$ cat config.mk
export PLATFORM = sky130hd
export DESIGN_NAME = t_pulse_gen
export DESIGN_NICKNAME = d
export VERILOG_FILES = /design/src/rtl/t_pulse_gen.sv
export SDC_FILE = /design/constraint.sdc
export NUM_CORES = 1
export LEC_CHECK = 0
export CORE_MARGIN = 8
export CORE_UTILIZATION = 44
export DETAILED_ROUTE_END_ITERATION = 10
export PLACE_DENSITY = 0.69
export RECOVER_POWER = 100
export SKIP_LAST_GASP = 1
export SLEW_MARGIN = 20
export SYNTH_ARGS = -nofsm -noshare
export SYNTH_HDL_FRONTEND = slang
export SYNTH_SLANG_ARGS = --single-unit
$ cat constraint.sdc
create_clock -name clk -period 6.15 [get_ports clk]
set_input_delay 1.23 -clock clk [delete_from_list [all_inputs] [get_ports clk]]
set_output_delay 1.23 -clock clk [all_outputs]
set_load 0.1 [all_outputs]
$ cat src/rtl/t_pulse_gen.sv
// t_pulse_gen: emits a burst of COUNT single-cycle t pulses spaced PERIOD cycles apart for a downstream T flip-flop
module t_pulse_gen #(
  parameter int PW = 8,
  parameter int NW = 8
) (
  input  logic          clk,
  input  logic          rst,
  input  logic          start,
  input  logic          abort,
  input  logic [PW-1:0] period,
  input  logic [NW-1:0] count,
  output logic          t,
  output logic          busy,
  output logic          done,
  output logic [NW-1:0] remaining
);
  typedef enum logic [1:0] {IDLE, RUN, FINISH} state_t;
  localparam logic [PW-1:0] P_ONE = 1;
  localparam logic [NW-1:0] N_ONE = 1;
  state_t state;
  logic [PW-1:0] div, p_lat;
  logic pulse;
  assign pulse = div == p_lat - P_ONE;
  always_ff @(posedge clk) begin
    if (rst) begin
      state     <= IDLE;
      div       <= '0;
      p_lat     <= P_ONE;
      t         <= 1'b0;
      busy      <= 1'b0;
      done      <= 1'b0;
      remaining <= '0;
    end else begin
      t    <= 1'b0;
      done <= 1'b0;
      if (state == IDLE) begin
        if (start) begin
          p_lat     <= period == '0 ? P_ONE : period;
          remaining <= count;
          busy      <= 1'b1;
          div       <= '0;
          state     <= count == '0 ? FINISH : RUN;
        end
      end else if (abort) begin
        busy  <= 1'b0;
        state <= IDLE;
      end else if (state == FINISH) begin
        busy  <= 1'b0;
        done  <= 1'b1;
        state <= IDLE;
      end else if (pulse) begin
        t         <= 1'b1;
        div       <= '0;
        remaining <= remaining - N_ONE;
        state     <= remaining == N_ONE ? FINISH : RUN;
      end else begin
        div <= div + P_ONE;
      end
    end
  end
endmodule

# After elaboration in Yosys (flattened, before gate mapping)
# Index checks and enable logic that the tools add are counted.
[word_totals]
word_cells = 53
ff_bits = 29
inputBits = 20
[classes]
n_eq_ne = 6
n_reduce_logical = 13
n_mux = 24
add_sub_neg = 3
[ops]
columns = ["cell", "n"]
rows = [
  ["$mux W8", 11],
  ["$logic_not A8 Y1", 2],
  ["$sub A8 B1 Y8 const B", 2],
  ["$mux W2", 7],
  ["$add A8 B1 Y8 const B", 1],
  ["$eq A8 B1 Y1 const B", 1],
  ["$eq A8 B8 Y1", 1],
  ["$mux W1", 6],
  ["$reduce_and A2 Y1", 3],
  ["$ne A2 B2 Y1 const B", 2],
  ["$reduce_and A4 Y1", 1],
  ["$reduce_bool A4 Y1", 1],
  ["$reduce_or A4 Y1", 1],
  ["$reduce_and A3 Y1", 1],
  ["$reduce_bool A3 Y1", 1],
  ["$reduce_or A3 Y1", 1],
  ["$eq A2 B2 Y1 const B", 1],
  ["$logic_not A2 Y1", 1],
  ["$ne A2 B1 Y1 const B", 1],
  ["$reduce_bool A2 Y1", 1],
]

# Longest topological paths before layout
[logic_depth]
word_depth = 6
ltp_mapped = 10
depth_no_buf = 9

# Least setup slack after synthesis
# No wires, ideal clock.
[synth_timing]
kind = "register to register"
start = "register p_lat[0]"
end = "register remaining[4]"
stages_incl_launch_ff = 11
t_arrival_ns = 2.202
setup_slack_ns = 3.814
path_buffers = 1
synth_period_minus_slack_ns = 2.336
cell_sequence = "dfxtp_1 -> inv_1 -> ha_1 -> xnor2_1 -> a211o_1 -> nor4b_2 -> o311ai_4 -> o21ai_2 -> buf_6 -> mux2i_1 -> o22ai_1"
[synth_via]
elab_chain_len = 4
[synth_rtl]
columns = ["element", "line", "rtl"]
rows = [
  ["from (decl)", "21", "logic [PW-1:0] div, p_lat;"],
  ["from (signal assigned)", "38", "p_lat <= period == '0 ? P_ONE : period;"],
  ["$sub A8 B1 Y8", "23", "assign pulse = div == p_lat - P_ONE;"],
  ["$eq A8 B8 Y1", "23", ""],
  ["$reduce_bool A2 Y1 (no line)", "-", ""],
  ["$reduce_and A4 Y1 (no line)", "-", ""],
  ["to (signal assigned)", "39", "remaining <= count;"],
  ["to (signal assigned)", "54", "remaining <= remaining - N_ONE;"],
  ["to (decl)", "15", "output logic [NW-1:0] remaining"],
]
# No other way between the ends.
# A chain may end at the register's enable or synchronous reset.

# Worst setup path after layout
# Same ends and word-level chain as after synthesis.

==> metrics.cfg <==
[synthesis]
ys.warnings.count = 0
yosys-mux-area-fraction_pct = 2.963
synthesis.area_per_instance_sq_um = 7.713
synth_compound_area_share_pct = 21.41
synthXorXnorAreaFrac_pct = 5.185
async_reset_ff_share_pct = 0
synth_simple_gate_area_share_pct = 29.33
synth_top_family_by_area = simple AND/OR/NAND/NOR gates
synthTopCellsByArea = dfxtp_1 34%, nand2_1 7.1%, nor2_1 6.0%, a21oi_1 5.3%, xnor2_1 4.7%
post_synth_instance_area_sq_mm = 0.001689
synth_edf_count = 0
yosys.area.top_type = dfxtp_1
nets_in_the_synthesized_netlist = 243
syn_inst = 219
sequential_to_total_area_share_from_yosys_stat_pct = 34.37
synth_top_area_share_pct = 34.37
synth_flop_cell = dfxtp_1
yosysUniqueCellTypes = 45
synth.ff_latch_count = 29
synth_adder_area_share_pct = 2.963

[timing]
final_min_period_over_clock_period_pct = 63.40
slew_violations = 0
setup_repair_after_global_routing_missed_its_margin = no
fin_skew_ns = 0.003115
worst_pin_slew_ns = 1.424
period_needed_ns = 3.899
setup_viol = 0
setup_slack_ns = 2.251
fin_tns_setup_ns = 0
timing.fmax_mhz = 256.5
timing.slew.headroom_pct = 5.038
finalHoldViolations = 0

[clock_tree]
cts_made_buffers = 5
ctsResizeCount = 0
root_buffer = clkbuf_8
cts_tree = yes
ctsHoldBuffers = 0
clock_tree.htree_level_count = 2
clock_insertion_delay_worst_skew_ns = 0.28
cts_setup_buffers = 0
worst_setup_hold_path_clk_slew_ns = 0.06
tritoncts_num_sinks = 29
clk_path_buf_depth = 2

[worst_setup_path]
crit_path_start_kind = register
worst-path-max-fanout = 11
worst_path_largest_cell_delay_ns = 1.13
timing.critical_path.cells = or4_1 > o211ai_1 > o31ai_1 > o311ai_0 > o21ai_0 > mux2i_1 > o22ai_1
crit_arrival_ns = 4.01
worst_setup_path_end_kind = register
critPathRequiredTime_ns = 6.26
rrSetupSlack_ns = 2.25
criticalPathCategory = reg2reg
cp_num_buf_inv = 0
worst_path_dominant_cell_family = compound AO/OA/AOI/OAI gates
cp_slowest_cell = o311ai_0

[drt]
ant_nets = 0
drt_first_iter_violations = 99
via_count = 1653
postRouteWirelength_um = 4266
drt-wirelength-per-cell_um = 14.41
drt_pass1_iterations = 4
drc = 0
viasPerCell = 5.584

[layout]
nets = 271
leading_cell_type_in_the_layout_fill_and_taps_excluded = nand2_1
final_layout_size_suffix_gt1_share_pct = 4.839
mostFrequentLayoutCells = 32 x nand2_1, 29 x dfxtp_1, 27 x nor2_1
antenna_cells = 0
flow.area_growth_from_synthesis_pct = 21.78
num-fill-cells = 368

[grt]
global_route_wire_length_before_repair_um = 7231
globalRoute.totalOverflow = 0
global_route_usage_sum_pct = 14.36
vias_in_the_first_global_route = 1494
grt_max_degree = 33
antenna_found_initial = 0

[flow_run]
cap_violations = 0

[power_and_ir_drop]
cellLeakagePower_uw = 0.0007791
power.density_mw_per_mm2 = 289.0
vdd_drop_max_mv = 0.1694

[floorplanning]
starting_density_of_the_core_pct = 45.79
fp-row-count = 22
die_outline_area_sq_mm = 0.006078
fp.coreArea_sq_mm = 0.003689
pin_count = 31
horizontal_die_dimension_um = 77.96
die_h_um = 77.96

[min_path]
holdCritPathClass = reg2reg

[placement]
gpl.final_weighted_congestion = 0.7840
detailed_place_hpwl_um = 3034
port_buffers = 30
dp_slack_ns = 3.010

[run_status]
run_status = finished clean

[path summary, 6_finish.rpt]
path,start,end,cells after the start
max,p_lat[0],remaining[4],7
min,p_lat[7],p_lat[7],2
max reg2reg,p_lat[0],remaining[4],7
min reg2reg,p_lat[7],p_lat[7],2
[power breakdown]
group	switching (uW)	leakage (uW)	internal, uW
combinational	144	0.000497	73.4
clock	76.3	0.0000450	78.3
sequential	18.9	0.000237	203
[layer usage]
layer  vias to the layer above  global-route usage (%)  share of wire [%]
li1                        843                       -                  -
met1                       754                   19.10                 51
met2                        49                   20.72                 42
met3                         7                   5.645                6.1
met4                         0                   4.444                1.1
met5                         -                       0                  0
[stage by stage]
| step | power, uW | hold WS, ns | instances | utilization, % | cell area (sq um) |
|---|---|---|---|---|---|
| floorplan | 400.1 | 0.4488 | 219 | - | 1689 |
| global placement | 453.4 | 0.4588 | 288 | 54.65 | 2016 |
| detailed placement | 454.7 | 0.4616 | 288 | 54.65 | 2016 |
| CTS | 611.1 | 0.4703 | 296 | 56.89 | 2098 |
| global route | 629.5 | 0.4990 | 296 | 55.77 | 2057 |
| finish | 594.5 | 0.4707 | 296 | 55.77 | 2057 |
[cell type report]
cell class | instances | area (sq um) | share of cell area [%]
clock buffers | 6 | 72.57 | 3.528
clock inverters | 2 | 10.01 | 0.4866
inverters | 4 | 15.01 | 0.7299
multi-input cells | 175 | 1007 | 48.97
flip-flops and latches | 29 | 580.6 | 28.22
well taps | 48 | 60.06 | 2.920
repair buffers | 32 | 311.5 | 15.15
[Yosys cell counts, types with 4 or more instances]
library cell,n
a21oi_1,18
and3_1,4
clkbuf_1,9
dfxtp_1,29
ha_1,4
inv_1,4
mux2i_1,5
nand2_1,32
nor2_1,27
nor3_1,10
o21ai_0,10
o21ai_1,4
o31ai_1,4
xnor2_1,9
[sequential cells by signal, summed over array words and instances (netlist names)]
name / flops
div: 8
p_lat: 8
remaining: 8
state: 2
busy: 1
done: 1
t: 1
[tightest hold or removal path, stage by stage, from the launching register on]
cell	delay, ns
dfxtp_1	0.32
nand2_1	0.06
a21oi_1	0.05
[cells by family after synthesis]
| kind of cell | after synthesis |
|---|---|
| mux | 5 |
| fa+ha+maj | 4 |
| flops | 29 |
| simple gates | 101 |
| xor+xnor | 10 |
| buf+inv | 15 |
| compound gates | 55 |
Note: power is estimated with default switching activity, not from simulation.
